==> src/rtl/io_instruction_sequencer.sv <==
// CPU I/O instruction sequencer: turns SIO/TIO/TDV/HIO/AIO requests into IOP
// activity and owns the single shared IOP transfer slot.
module io_instruction_sequencer #(
    parameter int         TIMEOUT_CYCLES = 4096,
    parameter logic [7:0] DEV_MASK       = 8'b0011_1110
) (
    input  logic         clock,
    input  logic         reset,
    input  logic         start,
    input  logic [0:2]   func,
    input  logic [21:31] device_addr,
    output logic         busy,
    output logic         done,
    output logic [0:1]   cc,
    output logic [21:31] int_device,
    output logic         iop_active,
    output logic [0:2]   iop_func,
    output logic [21:31] iop_device,
    input  logic [0:1]   iop_cc,
    input  logic         iop_done
);

    localparam int CNT_W = (TIMEOUT_CYCLES > 2) ? $clog2(TIMEOUT_CYCLES) : 1;
    localparam logic [CNT_W-1:0] CNT_LAST = CNT_W'(TIMEOUT_CYCLES - 1);

    localparam logic [0:2] F_SIO = 3'd0;
    localparam logic [0:2] F_TIO = 3'd1;
    localparam logic [0:2] F_TDV = 3'd2;
    localparam logic [0:2] F_HIO = 3'd3;
    localparam logic [0:2] F_AIO = 3'd6;

    localparam logic [0:1] CC_OK    = 2'b00;
    localparam logic [0:1] CC_BUSY  = 2'b01;
    localparam logic [0:1] CC_TMO   = 2'b10;
    localparam logic [0:1] CC_NODEV = 2'b11;

    localparam logic [1:0] S_IDLE    = 2'd0;
    localparam logic [1:0] S_DECODE  = 2'd1;
    localparam logic [1:0] S_RESPOND = 2'd2;

    logic [1:0]       state;
    logic [0:2]       req_func;
    logic [21:31]     req_dev;
    logic             xfer;
    logic [CNT_W-1:0] tmo_cnt;
    logic             int_pending;
    logic [21:31]     int_addr;
    logic [0:1]       int_cc;

    logic [2:0]       dev_iop;
    logic [7:0]       dev_num;
    logic             dev_ok;
    logic             dev_match;
    logic [0:1]       dec_cc;
    logic             sio_go;
    logic             hio_kill;
    logic             aio_take;
    logic             done_evt;
    logic             tmo_evt;

    assign busy = (state != S_IDLE);
    assign done = (state == S_RESPOND);

    assign dev_iop   = req_dev[21:23];
    assign dev_num   = req_dev[24:31];
    assign dev_ok    = (dev_iop == 3'd0) && (dev_num[7:3] == 5'd0) && DEV_MASK[dev_num[2:0]];
    // iop_device doubles as busy_dev: it is only loaded when the slot is claimed
    assign dev_match = (req_dev == iop_device);

    always_comb begin
        dec_cc   = CC_NODEV;
        sio_go   = 1'b0;
        hio_kill = 1'b0;
        aio_take = 1'b0;
        case (req_func)
            F_SIO: begin
                if (!dev_ok)   dec_cc = CC_NODEV;
                else if (xfer) dec_cc = CC_BUSY;
                else begin
                    dec_cc = CC_OK;
                    sio_go = 1'b1;
                end
            end
            F_TIO, F_TDV: begin
                if (!dev_ok) dec_cc = CC_NODEV;
                else         dec_cc = (xfer && dev_match) ? CC_BUSY : CC_OK;
            end
            F_HIO: begin
                // a completion landing this same cycle beats the halt
                if (!dev_ok) dec_cc = CC_NODEV;
                else if (xfer && dev_match && !iop_done) begin
                    dec_cc   = CC_BUSY;
                    hio_kill = 1'b1;
                end else dec_cc = CC_OK;
            end
            F_AIO: begin
                if (int_pending) begin
                    dec_cc   = CC_OK;
                    aio_take = 1'b1;
                end else dec_cc = CC_NODEV;
            end
            default: dec_cc = CC_NODEV;
        endcase
        if (state != S_DECODE) begin
            sio_go   = 1'b0;
            hio_kill = 1'b0;
            aio_take = 1'b0;
        end
    end

    assign done_evt = xfer && iop_done;
    assign tmo_evt  = xfer && !iop_done && !hio_kill && (tmo_cnt == CNT_LAST);

    always_ff @(posedge clock or posedge reset) begin
        if (reset) begin
            state       <= S_IDLE;
            req_func    <= '0;
            req_dev     <= '0;
            cc          <= '0;
            int_device  <= '0;
            xfer        <= 1'b0;
            iop_active  <= 1'b0;
            iop_func    <= '0;
            iop_device  <= '0;
            tmo_cnt     <= '0;
            int_pending <= 1'b0;
            int_addr    <= '0;
            int_cc      <= '0;
        end else begin
            case (state)
                S_IDLE: begin
                    if (start) begin
                        req_func <= func;
                        req_dev  <= device_addr;
                        state    <= S_DECODE;
                    end
                end
                S_DECODE: begin
                    cc    <= dec_cc;
                    state <= S_RESPOND;
                end
                default: state <= S_IDLE;
            endcase

            if (aio_take) int_device <= int_addr;

            if (sio_go) begin
                xfer       <= 1'b1;
                iop_active <= 1'b1;
                iop_func   <= req_func;
                iop_device <= req_dev;
                tmo_cnt    <= '0;
            end else if (hio_kill || done_evt || tmo_evt) begin
                xfer       <= 1'b0;
                iop_active <= 1'b0;
            end else if (xfer && (tmo_cnt != CNT_LAST)) begin
                tmo_cnt <= tmo_cnt + 1'b1;
            end

            // a fresh completion overrides an AIO clear in the same cycle
            if (done_evt || tmo_evt) begin
                int_pending <= 1'b1;
                int_addr    <= iop_device;
                int_cc      <= done_evt ? iop_cc : CC_TMO;
            end else if (aio_take) begin
                int_pending <= 1'b0;
            end
        end
    end

    // completion cc is held for a status read path not wired out yet
    logic unused_int_cc;
    assign unused_int_cc = ^int_cc;

endmodule

==> config.mk <==
export PLATFORM = sky130hd
export DESIGN_NAME = io_instruction_sequencer
export DESIGN_NICKNAME = d
export VERILOG_FILES = /design/src/rtl/io_instruction_sequencer.sv
export SDC_FILE = /design/constraint.sdc
export NUM_CORES = 1
export LEC_CHECK = 0
export BUFFER_PORTS_ARGS = -buffer_cell sky130_fd_sc_hd__buf_2
export CELL_PAD_IN_SITES_DETAIL_PLACEMENT = 1
export CELL_PAD_IN_SITES_GLOBAL_PLACEMENT = 2
export CORE_MARGIN = 2
export CORE_UTILIZATION = 25
export DETAILED_ROUTE_END_ITERATION = 10
export GPL_TIMING_DRIVEN = 0
export PLACE_DENSITY = 0.64
export RECOVER_POWER = 25
export SYNTH_ARGS = -nofsm -noshare
export SYNTH_HDL_FRONTEND = slang
export SYNTH_SLANG_ARGS = --single-unit
export TNS_END_PERCENT = 30
==> constraint.sdc <==
create_clock -name clock -period 3.45 [get_ports clock]
set_clock_uncertainty 0.15 [all_clocks]
set_input_delay 0.8625 -clock clock [delete_from_list [all_inputs] [get_ports clock]]
set_output_delay 0.8625 -clock clock [all_outputs]
set_load 0.03 [all_outputs]
==> metrics.md <==
| Metric | Value |
|---|---|
| VDD IR max | `0.259 mV` |
| I/O Pins | `50` |
| Wire per inst | `between 15 and 20 µm` |
| GRT Overall Usage | `0.121` |
| NetSw | `532 µW` |
| Yosys warns | `0` |
| CP endpoint kind | `flip-flop` |
| Final nets | `320` |
| Crit path max fanout | `10` |
| Core ar. | `~12000 µm²` |
| Part of the power in combinational logic | `0.107` |
| Post-synth net total | `approximately 260` |
| Worst setup SP type | `flip-flop` |
| Drt pass-1 iters | `7` |
| Switching share of power | `0.245` |
| Failing checks | `design-rule violations` |
| Max-Slew Margin vs Limit | `0.0554` |
| Gr ovfl total | `0` |
| Yosys top cell by area | `dfrtp_1` |
| Vias post-DR | `between 2000 and 2500` |
| Initial antenna violation count | `0` |
| Max Transition Viols Final | `0` |
| Part of the cycle the worst path needs | `0.723` |
| Setup Buffers After CTS | `0` |
| Number of synthesized register bits | `68` |
| CP Data Required Time | `3.51 ns` |
| DRT Wirelength | `about 7100 µm` |
| Ys flop type | `dfrtp_1` |
| GP Congestion | `between 0.7 and 0.8` |
| Synth top area share | `0.573` |
| Synthesized cell area | `between 2000 and 3000 µm²` |
| Pwr Density | `586 nW/µm²` |
| Final core utilization | `0.322` |
| Internal | `around 1600 µW` |
| CTS sink cnt | `68` |
| CTS H-tree lvls | `3` |
| Max cap viols | `0` |
| # DRC | `6` |
| Dpl hpwl | `between 5000 and 6000 µm` |
| Worst min-delay path class | `flip-flop to flip-flop` |
| Global-route wire length before repair | `11800 µm` |
| Root Buffer Master | `clkbuf_16` |
| CP max stage cell | `or4_4` |
| Syn_area_per_cell | `12.3 µm²` |
| DIE WIDTH | `113 µm` |
| CTS tree | `done` |
| Row count | `39` |
| Critical path class | `flip-flop to flip-flop` |
| Sequential share of power | `0.433` |
| Clock slew at reported path FFs | `~0.060 ns` |
| Syn-to-layout area delta | `24.9%` |
| Ant diodes | `0` |
| Post-route ant nets | `0` |
| Asr flop ratio synth | `1.00` |
| Register area share after synthesis | `0.573` |
| CP max stage delay | `~0.46 ns` |
| CTS resizes | `0` |
| FMAX | `roughly 400 MHz` |
| Die area | `12800 µm²` |
| Height of the die | `113 µm` |
| Synth Instances | `about 240` |
| Vias per inst | `about 4.5` |
| Lkg Pwr | `~0.0018 µW` |
| Clk pwr share | `0.460` |
| Worst slew pin tran | `around 1.4 ns` |
| Synth unique cells | `37` |
| Final Hold Vio Count | `0` |
| Starting Density | `0.258` |
| Vias in the first global route | `2133` |
| Starting DRT DRC Count | `54` |
| CP arrival | `around 2.6 ns` |
| Buffer depth of the longest clock path | `2` |
| Overall power | `2170 µW` |
| Clk_lat worst skew | `roughly 0.33 ns` |
| Setup repair after global routing missed its margin | `false` |
| Port bufs | `47` |
| Critical-path cell list | `nor3_1 -> or4_4 -> nor3_4 -> a21oi_2 -> o21ai_2 -> buf_6 -> mux2_4` |
| EDFF count, synth | `0` |
| Hold Buf Count CTS | `0` |
| Outcome | `finished with violations` |
| Pin count of the biggest net entering global routing | `69` |
| CTS Buf Count | `9` |
| Leading post-synthesis cells by cell area | `dfrtp_1 (57%), mux2_2 (10%), mux2_4 (4.6%)` |
| Layout cell share with drive strength beyond 1 | `0.360` |
| Min Tclk post-route | `between 2 and 2.5 ns` |
| Final setup violation count | `0` |
final cells by class:
| type | instances | area (µm²) |
|---|---|---|
| Inverter | 6 | 22.5 |
| Clock inverter | 4 | 72.6 |
| Tap cell | 143 | 179 |
| Multi-Input combinational cell | 160 | 1210 |
| Fill cell | 1286 | 7810 |
| Sequential cell | 68 | 1700 |
| Timing Repair Buffer | 47 | 235 |
| Clock buffer | 11 | 253 |
| Buffer | 7 | 37.5 |
layout by cell type (no fill, tap or decap), types with 3 or more instances in the layout:
cell type and count:
dfrtp_1 68, buf_2 47, mux2_2 27, nand2_1 24, xnor2_1 14, and2_1 12, nor2_1 10, mux2_4 9
a21oi_1 9, clkbuf_16 9, nand3_1 6, nand4_1 6, inv_1 5, clkbuf_1 5, nor3_1 4, a211oi_1 4
o21ai_0 4, nor4_1 3, o31ai_1 3, mux2i_1 3
power by group through the flow:
stage                     logic (µW)  registers [µW]  clock network (µW)
final                            233             940                 998
after global routing             265             953                1050
after CTS                        240             941                1020
after detailed placement         238             955                   0
after global placement           237             952                   0
after floorplan                  167             943                   0
sequential cells by signal, summed over array words and instances (netlist names):
name         cells
iop_device      11
req_func         3
cc               2
tmo_cnt         12
iop_func         3
int_device      11
int_pending      1
req_dev         11
state            2
int_addr        11
xfer             1
cells in the mapped netlist, drive strengths merged, types with 2 or more instances:
library cell / instances
a211oi: 4
a21oi: 10
and2: 12
buf: 2
clkbuf: 5
dfrtp: 68
inv: 6
mux2: 36
mux2i: 3
nand2: 24
nand2b: 2
nand3: 6
nand4: 6
nor2: 10
nor3: 6
nor4: 3
o21ai: 5
o31ai: 3
or3: 2
or4: 4
xnor2: 14
logic make-up after synthesis:
family / share of synthesized area
AND/OR/NAND/NOR: 0.145
flip-flops: 0.573
multiplexers: 0.158
AO/OA/AOI/OAI: 0.0578
XOR/XNOR: 0.0413
buffers and inverters: 0.0202
adder cells (fa/ha/maj): 0.00422
through the flow:
stage          std cells  area [µm²]  setup slack [ns]  hold slack (ns)  TNS, ns
6_report             446        3710             0.957            0.333        0
5_1_grt              446        3710             0.823            0.357        0
4_1_cts              446        3710             0.918            0.339        0
3_5_place_dp         431        3380             0.680            0.315        0
3_3_place_gp         431        3380            -0.261            0.316   -17.40
2_1_floorplan        241        2970             0.726            0.298        0
critical path: cells and delay by family (launching register included):
| kind | cells | cell delay, ns |
|---|---|---|
| buffers and inverters | 1 | 0.23 |
| AND/OR/NAND/NOR | 3 | 0.87 |
| AO/OA/AOI/OAI | 2 | 0.35 |
| multiplexers | 1 | 0.31 |
| flip-flops | 1 | 0.45 |
final timing paths:
| check | startpoint | to | slack (ns) | depth (start not counted) |
|---|---|---|---|---|
| worst max-delay path | req_dev[30]$_DFFE_PP0P_ | int_addr[30]$_DFFE_PP0P_ | 0.96 | 7 |
| worst min-delay path | iop_func[2]$_DFFE_PP0P_ | iop_func[2]$_DFFE_PP0P_ | 0.33 | 1 |
| worst max register to register | req_dev[30]$_DFFE_PP0P_ | int_addr[30]$_DFFE_PP0P_ | 0.96 | 7 |
| worst min register to register | iop_func[2]$_DFFE_PP0P_ | iop_func[2]$_DFFE_PP0P_ | 0.33 | 1 |
| max in group asynchronous | reset | int_addr[28]$_DFFE_PP0P_ | 1.49 | 2 |
| min in group asynchronous | reset | int_device[30]$_DFFE_PP0P_ | 0.78 | 2 |
layer usage:
metal	global-route usage	vias up	share of wire	routed length, µm
li1	-	969	-	-
met1	0.173	1006	0.50	3500
met2	0.179	37	0.45	3180
met3	0.0327	8	0.039	273
met4	0.0390	0	0.013	95
met5	0	-	0	0
(Power assumes the default switching activity.)
